$ cat src/rtl/ysyx_040750_wb_stage.sv
// ysyx_040750_wb_stage
// Write-back stage at the consumer end of the MEM_WB valid/allowin handshake.
// Aligns and extends load data, picks the GPR write value and drives the
// regfile and CSR write ports. A trap takes two cycles: the accept cycle
// writes mepc, the following cycle writes mcause and redirects to mtvec.
// mret redirects to mepc in its accept cycle. Also keeps a retire counter
// and a commit trace.
//
// Ports:
//   I_sys_clk, I_rst           clock, synchronous active-high reset
//   I_WB_valid / O_WB_allowin  upstream handshake
//   I_pc .. I_mepc             instruction payload from MEM_WB
//   O_rf_*                     GPR write port
//   O_csr_*                    CSR write port
//   O_redirect, O_redirect_pc  front-end flush and refetch target
//   O_commit_valid/_pc         commit trace
//   O_retire_cnt               retired-instruction count (wraps)
module ysyx_040750_wb_stage #(
    parameter int unsigned XLEN        = 64,
    parameter logic [11:0] MEPC_ADDR   = 12'h341,
    parameter logic [11:0] MCAUSE_ADDR = 12'h342
) (
    input  logic            I_sys_clk,
    input  logic            I_rst,
    input  logic            I_WB_valid,
    output logic            O_WB_allowin,
    input  logic [31:0]     I_pc,
    input  logic [XLEN-1:0] I_mem_data,
    input  logic [8:0]      I_mem_rstrb,
    input  logic [2:0]      I_mem_shamt,
    input  logic [XLEN-1:0] I_alu_out,
    input  logic            I_reg_wen,
    input  logic [4:0]      I_rd_addr,
    input  logic [1:0]      I_regin_sel,
    input  logic [XLEN-1:0] I_csr_old,
    input  logic [11:0]     I_csr_addr,
    input  logic            I_csr_wen,
    input  logic [XLEN-1:0] I_csr_wdata,
    input  logic            I_csr_intr,
    input  logic [XLEN-1:0] I_csr_intr_no,
    input  logic            I_csr_mret,
    input  logic [31:0]     I_mtvec,
    input  logic [31:0]     I_mepc,
    output logic            O_rf_wen,
    output logic [4:0]      O_rf_waddr,
    output logic [XLEN-1:0] O_rf_wdata,
    output logic            O_csr_wen,
    output logic [11:0]     O_csr_waddr,
    output logic [XLEN-1:0] O_csr_wdata,
    output logic            O_redirect,
    output logic [31:0]     O_redirect_pc,
    output logic            O_commit_valid,
    output logic [31:0]     O_commit_pc,
    output logic [XLEN-1:0] O_retire_cnt
);

    typedef enum logic {
        S_IDLE,
        S_TRAP_CAUSE
    } state_t;

    state_t          state;
    logic [XLEN-1:0] cause_q;
    logic [XLEN-1:0] retire_cnt_q;
    logic            accept;
    logic [XLEN-1:0] ld_shift;
    logic [XLEN-1:0] ld_data;
    logic [XLEN-1:0] gpr_data;
    logic [7:0]      byte_keep;
    logic            sign_bit;
    logic            fill_bit;

    assign O_WB_allowin = !I_rst && (state == S_IDLE);
    assign accept       = I_WB_valid && O_WB_allowin;
    assign O_retire_cnt = retire_cnt_q;

    // Load alignment: byte_keep marks every byte up to the highest enabled
    // one; bytes above it take the sign fill, disabled bytes below are zero.
    always_comb begin
        ld_shift  = I_mem_data >> {I_mem_shamt, 3'b000};
        byte_keep = '0;
        sign_bit  = 1'b0;
        for (int unsigned i = 0; i < 8; i++) begin
            if (I_mem_rstrb[i]) begin
                sign_bit = ld_shift[8*i+7];
                for (int unsigned j = 0; j < 8; j++) begin
                    if (j <= i) byte_keep[j] = 1'b1;
                end
            end
        end
        fill_bit = I_mem_rstrb[8] && sign_bit;
        ld_data  = '0;
        for (int unsigned k = 0; k < 8; k++) begin
            if (byte_keep[k])
                ld_data[8*k +: 8] = I_mem_rstrb[k] ? ld_shift[8*k +: 8] : 8'h00;
            else
                ld_data[8*k +: 8] = {8{fill_bit}};
        end
    end

    always_comb begin
        case (I_regin_sel)
            2'b01:   gpr_data = ld_data;
            2'b10:   gpr_data = I_csr_old;
            default: gpr_data = I_alu_out;
        endcase
    end

    // All write/redirect/commit outputs are combinational and forced low
    // during reset, including a reset that lands in TRAP_CAUSE.
    always_comb begin
        O_rf_wen       = 1'b0;
        O_rf_waddr     = '0;
        O_rf_wdata     = '0;
        O_csr_wen      = 1'b0;
        O_csr_waddr    = '0;
        O_csr_wdata    = '0;
        O_redirect     = 1'b0;
        O_redirect_pc  = '0;
        O_commit_valid = 1'b0;
        O_commit_pc    = '0;
        if (!I_rst) begin
            case (state)
                S_IDLE: begin
                    if (accept) begin
                        if (I_csr_intr) begin
                            O_csr_wen   = 1'b1;
                            O_csr_waddr = MEPC_ADDR;
                            O_csr_wdata = {{(XLEN-32){1'b0}}, I_pc};
                        end else if (I_csr_mret) begin
                            O_redirect     = 1'b1;
                            O_redirect_pc  = I_mepc;
                            O_commit_valid = 1'b1;
                            O_commit_pc    = I_pc;
                        end else begin
                            O_rf_wen       = I_reg_wen && (I_rd_addr != 5'd0);
                            O_rf_waddr     = I_rd_addr;
                            O_rf_wdata     = gpr_data;
                            O_csr_wen      = I_csr_wen;
                            O_csr_waddr    = I_csr_addr;
                            O_csr_wdata    = I_csr_wdata;
                            O_commit_valid = 1'b1;
                            O_commit_pc    = I_pc;
                        end
                    end
                end
                S_TRAP_CAUSE: begin
                    O_csr_wen     = 1'b1;
                    O_csr_waddr   = MCAUSE_ADDR;
                    O_csr_wdata   = cause_q;
                    O_redirect    = 1'b1;
                    O_redirect_pc = I_mtvec;
                end
                default: ;
            endcase
        end
    end

    always_ff @(posedge I_sys_clk) begin
        if (I_rst) begin
            state        <= S_IDLE;
            cause_q      <= '0;
            retire_cnt_q <= '0;
        end else begin
            case (state)
                S_IDLE: begin
                    if (accept) begin
                        if (I_csr_intr) begin
                            cause_q <= I_csr_intr_no;
                            state   <= S_TRAP_CAUSE;
                        end else begin
                            retire_cnt_q <= retire_cnt_q + 1'b1;
                        end
                    end
                end
                S_TRAP_CAUSE: state <= S_IDLE;
                default:      state <= S_IDLE;
            endcase
        end
    end

endmodule

$ cat config.mk
export PLATFORM = sky130hd
export DESIGN_NAME = ysyx_040750_wb_stage
export DESIGN_NICKNAME = d
export VERILOG_FILES = /design/src/rtl/ysyx_040750_wb_stage.sv
export SDC_FILE = /design/constraint.sdc
export NUM_CORES = 1
export LEC_CHECK = 0
export ABC_AREA = 1
export BUFFER_PORTS_ARGS = -buffer_cell sky130_fd_sc_hd__buf_2
export CORE_AREA = 2 2 285 287
export CTS_CLUSTER_DIAMETER = 200
export DETAILED_ROUTE_END_ITERATION = 7
export DIE_AREA = 0 0 287 289
export PLACE_DENSITY_LB_ADDON = 0.08
export SYNTH_ARGS = -nofsm -noshare
export SYNTH_HDL_FRONTEND = slang
export SYNTH_SLANG_ARGS = --single-unit
$ cat constraint.sdc
create_clock -name I_sys_clk -period 2.35 [get_ports I_sys_clk]
set_clock_uncertainty 0.15 [all_clocks]
set_input_delay 0.235 -clock I_sys_clk [delete_from_list [all_inputs] [get_ports I_sys_clk]]
set_output_delay 0.235 -clock I_sys_clk [all_outputs]
set_load 0.05 [all_outputs]
==> results of run 1 <==
## synth_stat cells (all sizes together)
| cell | count | area share, % |
|---|---|---|
| dfxtp | 129 | 22 |
| nand4 | 29 | 1.7 |
| o21bai | 1 | 0.064 |
| nand3 | 75 | 3.3 |
| a31oi | 5 | 0.27 |
| xor2 | 24 | 1.8 |
| o311ai | 1 | 0.075 |
| ha | 3 | 0.32 |
| or2 | 7 | 0.40 |
| and3 | 1 | 0.054 |
| inv | 163 | 5.2 |
| nand2 | 472 | 15 |
| xnor2 | 4 | 0.30 |
| o211ai | 11 | 0.71 |
| o2111ai | 2 | 0.15 |
| a211oi | 34 | 2.2 |
| buf | 27 | 0.97 |
| nor4 | 21 | 1.3 |
| o21a | 10 | 0.64 |
| clkinv | 1 | 0.032 |
| nor2 | 263 | 9.3 |
| a221oi | 33 | 2.5 |
| nor3b | 3 | 0.28 |
| o21ai | 220 | 9.4 |
| nor3 | 81 | 3.7 |
| a21oi | 295 | 13 |
| mux2i | 11 | 0.94 |
| o31ai | 5 | 0.32 |
| clkbuf | 124 | 4.0 |
## state kept, by name, summed over array words and instances, names as in the netlist
signal        cells
O_retire_cnt     64
cause_q          64
state             1
## how the worst max path moves through the flow
stage | depth (start not counted) | slack (ns) | endpoint
2_1_floorplan | 10 | -0.18 | O_csr_waddr[10]
3_3_place_gp | 12 | -0.57 | O_rf_wdata[12]
5_1_grt | 11 | -0.42 | O_csr_wdata[22]
4_1_cts | 11 | -0.39 | O_csr_wdata[25]
6_report | 11 | -0.33 | O_csr_wdata[21]
3_5_place_dp | 12 | -0.58 | O_rf_wdata[12]
## worst max-delay path, cell delays in order (launching register included)
cell and delay (ns):
dfxtp_4 0.35, inv_4 0.06, nand2_4 0.05, nor2_4 0.13, nand2_4 0.08, nor2_4 0.17, buf_12 0.19, buf_12 0.12
clkbuf_16 0.18, a221oi_2 0.10, a211oi_4 0.22, buf_12 0.18
## per-stage QoR
stage / worst slack [ns] / instance area (um^2) / total power, mW / utilization, % / TNS, ns
floorplan: -0.184 / 13300 / 3.72 / - / -8.16
global placement: -0.569 / 20800 / 5.11 / 26.1 / -29.86
detailed placement: -0.575 / 20800 / 5.11 / 26.1 / -29.50
CTS: -0.392 / 23700 / 8.41 / 29.6 / -49.63
global route: -0.418 / 26700 / 9.11 / 33.4 / -57.09
finish: -0.334 / 26700 / 8.70 / 33.4 / -39.03
## area by class of cell
| class | instances | share of cell area [%] |
|---|---|---|
| antenna | 6 | 0.0562 |
| clock buffer | 23 | 1.91 |
| clock inverter | 9 | 0.431 |
| inverter | 164 | 2.45 |
| multi-input combinational | 1611 | 43.1 |
| sequential | 129 | 9.74 |
| tap | 1060 | 4.97 |
| timing repair buffer | 1191 | 37.4 |
| timing repair inverter | 1 | 0.0281 |
## logic make-up after synthesis
group	synth area share, %
AND/OR/NAND/NOR	35.3
multiplexers	0.943
XOR/XNOR	2.10
AO/OA/AOI/OAI	29.0
adder cells (fa/ha/maj)	0.321
buffers and inverters	10.2
flip-flops	22.1
## power groups by stage
stage	Sequential [mW]	Combinational, mW	Clock (mW)
final	2.26	3.52	2.92
after global routing	2.27	3.74	3.10
after CTS	2.26	3.13	3.01
after detailed placement	2.31	2.80	0
after global placement	2.31	2.80	0
after floorplan	2.31	1.41	0
## what timing repair did
action,in CTS,in global routing
hold endpoints to repair,64,0
gates cloned,9,12
hold buffers,64,0
endpoints found under the setup margin,193,247
pin swaps,12,77
resized for setup,377,579
buffers inserted,16,60
## layer usage
metal,track usage (%),vias to the layer above,wire length [um]
met5,0,-,99
met3,3.93,121,5380
li1,-,9054,-
met2,39.9,642,48400
met1,23.4,8936,36600
met4,5.10,16,3500
==> summary.txt, run 1 <==
Switch Pwr = 3.33 mW
Mapped Area = 0.0117 mm^2
Clock power frac = 33.6%
Critical Path AT = 2.30 ns
fmax = 373 MHz
r2r endpoint = O_retire_cnt[42]$_SDFFE_PP0P_
critical path required time = 1.97 ns
worst setup margin = -0.334 ns
Layout area overhead = 129%
Sw Ratio = 38.2%
hpwl dp = 72.6 mm
violated checks = negative setup slack
first-pass GRT wire length = 127 mm
RSZ-0062 raised after global routing = true
Max-Cap Viols = 0
cell-internal power = 5.38 mW
Via density = 4.48
r2r worst-path depth = 18
DR iter-0 viols = 737
logic gate share of total power = 40.4%
via count = 18800
outcome = finished, violations left
post-route ant nets = 0
Global Route Usage Sum = 20.8%
Crit Reg-Reg Startpoint = state$_SDFF_PN0_
Avg Cell Area, Syn = 5.68 um^2
area of the multi-input gates = 0.0115 mm^2
min Tclk post-route = 2.68 ns
Setup crit start = state$_SDFF_PN0_
Initial Util = 14.6%
final hold viol count = 0
Longest Clk Path Bufs = 2
Post-Layout Cell Count = 4194
# setup viols final = 190
syn_nets = 2512
DP Cell Count = 4012
drt wl/cell = 22.4 um
number of global-route vias before repair = 18900
# DRC = 0
sequential power share = 26.0%
Crit. End Element = output port
pwr/cell area = 326 mW/mm^2
relative slew slack = 47.8%
clk sinks = 129
Worst VDD drop = 0.405 mV
final WL = 94.0 mm
Yosys cell types = 44
hold depth = 6
register area share after synthesis = 22.1%
Yosys warning total = 0
H-tree depth = 4
DIE AREA = 0.0829 mm^2
nets@finish = 3572
Root Buffer = clkbuf_16
Final Max Slew Viols = 0
Reg clk slew, reported paths = 0.07 ns
drt first pass iters = 5
R2R setup slack = -0.23 ns
Leak = 11.1 nW
CP startpoint kind = flip-flop
core region area = 0.0799 mm^2
Storage cell area = 0.00260 mm^2
GPL Wtd Cong = 0.911
DIE WIDTH = 287 um
die height = 289 um
Tcrit/Tclk final = 114%
commonest non-fill, non-tap cell in the layout = buf_2
worst-skew pair later-pin latency = 0.45 ns
CTS tree = done
share of layout cells above drive strength 1 = 52.8%
most frequent cells in the layout = buf_2, nand2_1, buf_4, nor2_1, a21oi_1
Worst-Margin Slew = 0.783 ns
synthesis-stage register bit count = 129
GRT Residual Overflow = 0
# fillers = 8715
Syn Inst Count = 2055
CP Max Fanout = 8
Worst Hold End = O_retire_cnt[2]$_SDFFE_PP0P_
# rows = 104
hold path startpoint = I_rst
largest net degree at the start of global routing = 97
CTS buffer count = 17
initial antenna violation count = 19
Crit Path Class = flip-flop to output port
Worst Hold Class = input pin to flip-flop
I/O Pins = 732
Port-buffer cells = 731
Hold WS = 0.318 ns
(Power assumes the default switching activity.)
==> inputs of run 2 (changes only) <==
ABC_AREA = default   (was 1)
CORE_AREA = 2 2 284 286   (was 2 2 285 287)
DIE_AREA = 0 0 286 288   (was 0 0 287 289)
SLEW_MARGIN = 20   (was default)
==> summary.txt, run 2 <==
Reg clk slew, reported paths = 0.06 ns (about the same)
post-route cell area = 0.0232 mm^2 (-13%)
clk sinks = 129 (unchanged)
Hold WS = 0.107 ns (-0.210 ns)
register area share after synthesis = 25.0% (+2.9 points)
most frequent cells in the layout = buf_2, buf_4, nand2_1, a21oi_1, buf_6
largest net degree at the start of global routing = 96 (-1.0%)
hpwl dp = 59.1 mm (-19%)
hold path startpoint = I_rst
utilization after layout = 29.1% (-4.3 points)
ys async rst share = 0% (unchanged)
Avg Cell Area, Syn = 7.24 um^2 (+27%)
Crit path largest cell delay = 0.40 ns (+0.05 ns)
Port-buffer cells = 731 (unchanged)
outcome = finished, violations left
post-route ant nets = 0 (unchanged)
Max-Cap Viols = 0 (unchanged)
CTS tree = done
r2r endpoint = O_retire_cnt[63]$_SDFFE_PP0P_
syn_nets = 1881 (-25%)
most frequent cell after synthesis = nor2_1
drt wl/cell = 21.7 um (-3.0%)
min Tclk post-route = 2.79 ns (+0.110 ns)
CTS buffer count = 17 (unchanged)
Final Max Slew Viols = 0 (unchanged)
share of layout cells above drive strength 1 = 59.1% (+6.3 points)
# setup viols final = 211 (+11%)
CP Max Fanout = 12 (+4)
top area cells in the synthesized netlist = dfxtp_1, mux2i_1, a21oi_1, nor2_1, nand2_1
DR iter-0 viols = 710 (-3.7%)
Synth top cells by count = nor2_1, nand2_1, a21oi_1
area leader, netlist = dfxtp_1
Worst-Margin Slew = 0.965 ns (+0.182 ns)
Synth Flop Type = dfxtp_1
Layout area overhead = 125%
highest-delay cell along the critical path = a222oi_1
number of global-route vias before repair = 15200 (-19%)
Design Power = 7.78 mW (-11%)
initial antenna violation count = 27 (+8)
core region area = 0.0796 mm^2 (-0.33%)
final WL = 75.9 mm (-19%)
CP startpoint kind = flip-flop
worst-skew pair later-pin latency = 0.46 ns (about the same)
GRT Residual Overflow = 0 (unchanged)
EDFF count, synth = 0 (unchanged)
# fillers = 8644 (-0.81%)
DP Cell Count = 3323 (-17%)
GPL Wtd Cong = 0.874 (-4.0%)
# DRC = 0 (unchanged)
critical path required time = 1.97 ns (about the same)
I/O Pins = 732 (unchanged)
Initial Util = 13.0% (-1.7 points)
Post-Layout Cell Count = 3495 (-17%)
nets@finish = 2866 (-20%)
Yosys warning total = 0 (unchanged)
worst setup margin = -0.444 ns (-0.110 ns)
# rows = 104 (unchanged)
RSZ-0062 raised after global routing = true
Yosys cell types = 67 (+52%)
Worst Hold Class = input pin to flip-flop
DIE AREA = 0.0824 mm^2 (-0.69%)
die height = 288 um (-0.35%)
H-tree depth = 4 (unchanged)
Syn Inst Count = 1424 (-31%)
first-pass GRT wire length = 104 mm (-18%)
Via density = 4.29 (-4.1%)
Tcrit/Tclk final = 119% (+4.7 points)
Root Buffer = clkbuf_16
drt first pass iters = 6 (+1)
commonest non-fill, non-tap cell in the layout = buf_2
Yosys top cell area share = 25.0% (+2.9 points)
via count = 15000 (-20%)
hold depth = 4 (-2)
Global Route Usage Sum = 17.1% (-3.7 points)
relative slew slack = 35.6% (-12 points)
Crit Reg-Reg Startpoint = state$_SDFF_PN0_
DIE WIDTH = 286 um (-0.35%)
CP cell instances = buf_4 > buf_6 > nor2_4 > nand3_4 > clkinv_8 > bufbuf_16 > a222oi_1 > nor2_4 > buf_6
final hold viol count = 0 (unchanged)
setup_tns = -56.13 ns (-17.10 ns)
Crit Path Class = flip-flop to output port
Worst VDD drop = 0.469 mV (+16%)
violated checks = negative setup slack
Leak = 9.46 nW (-15%)
Mapped Area = 0.0103 mm^2 (-12%)
setup slack at placement = -0.609 ns (-0.0336 ns)
r2r worst-path depth = 10 (-8)
Critical Path AT = 2.41 ns (+0.11 ns)
R2R setup slack = -0.25 ns (-0.02 ns)
Worst Hold End = O_retire_cnt[1]$_SDFFE_PP0P_
fmax = 358 MHz (-3.9%)
Longest Clk Path Bufs = 2 (unchanged)
synthesis-stage register bit count = 129 (unchanged)
Crit. End Element = output port
placed standard-cell area = 0.0189 mm^2 (-9.0%)
pwr/cell area = 336 mW/mm^2 (+3.0%)
[run 2: cell families after synthesis]
| group | synth area share, % |
|---|---|
| multiplexers | 13.3 |
| XOR/XNOR | 4.33 |
| AO/OA/AOI/OAI | 25.4 |
| adder cells (fa/ha/maj) | 0.364 |
| buffers and inverters | 5.23 |
| AND/OR/NAND/NOR | 26.3 |
| flip-flops | 25.0 |
[run 2: layout make-up]
| cell class | count | area (um^2) | share of cell area, % |
|---|---|---|---|
| Tap cell | 1060 | 1330 | 5.72 |
| Sequential cell | 129 | 2640 | 11.4 |
| Inverter | 15 | 78.8 | 0.340 |
| Multi-Input combinational cell | 1157 | 9590 | 41.4 |
| Clock inverter | 15 | 140 | 0.604 |
| Clock buffer | 17 | 425 | 1.83 |
| Timing Repair Buffer | 1089 | 8960 | 38.6 |
| Antenna cell | 13 | 32.5 | 0.140 |
[run 2: what timing repair did]
action	in CTS	in global routing
endpoints found under the setup margin	229	255
hold buffers	64	0
cloned	5	11
endpoints found under the hold margin	64	0
gates resized for setup	334	348
pin swaps	41	85
setup buffers	20	29
[run 2: metal layers]
metal | wire, um | vias up | global-route usage (%) | share of wire [%]
met1 | 29100 | 7131 | 19.0 | 38
met4 | 2400 | 22 | 6.71 | 3.2
met5 | 148 | - | 0 | 0.19
met3 | 5130 | 100 | 4.37 | 6.8
met2 | 39200 | 564 | 30.9 | 52
li1 | - | 7190 | - | -
[run 2: worst max-delay path by stage]
stage	startpoint	to	slack (ns)	cells past startpoint
5_1_grt	state$_SDFF_PN0_	O_csr_wdata[13]	-0.56	9
6_report	state$_SDFF_PN0_	O_csr_wdata[10]	-0.44	9
4_1_cts	state$_SDFF_PN0_	O_csr_wdata[23]	-0.49	10
3_5_place_dp	I_mem_shamt[0]	O_rf_wdata[51]	-0.61	12
3_3_place_gp	I_mem_shamt[0]	O_rf_wdata[62]	-0.61	9
2_1_floorplan	I_mem_shamt[2]	O_rf_wdata[48]	-0.32	7
[run 2: power breakdown]
group,switching (mW),internal (mW)
clock,1.23,1.40
combinational,1.63,1.27
sequential,0.0284,2.22
total,2.89,4.89
[run 2: critical path: cells and delay by family (launching register included)]
kind	cells	cell delay, ns
AOI/OAI and AO/OA	1	0.40
buffers and inverters	5	0.90
and+or+nand+nor	3	0.25
DFF	1	0.38
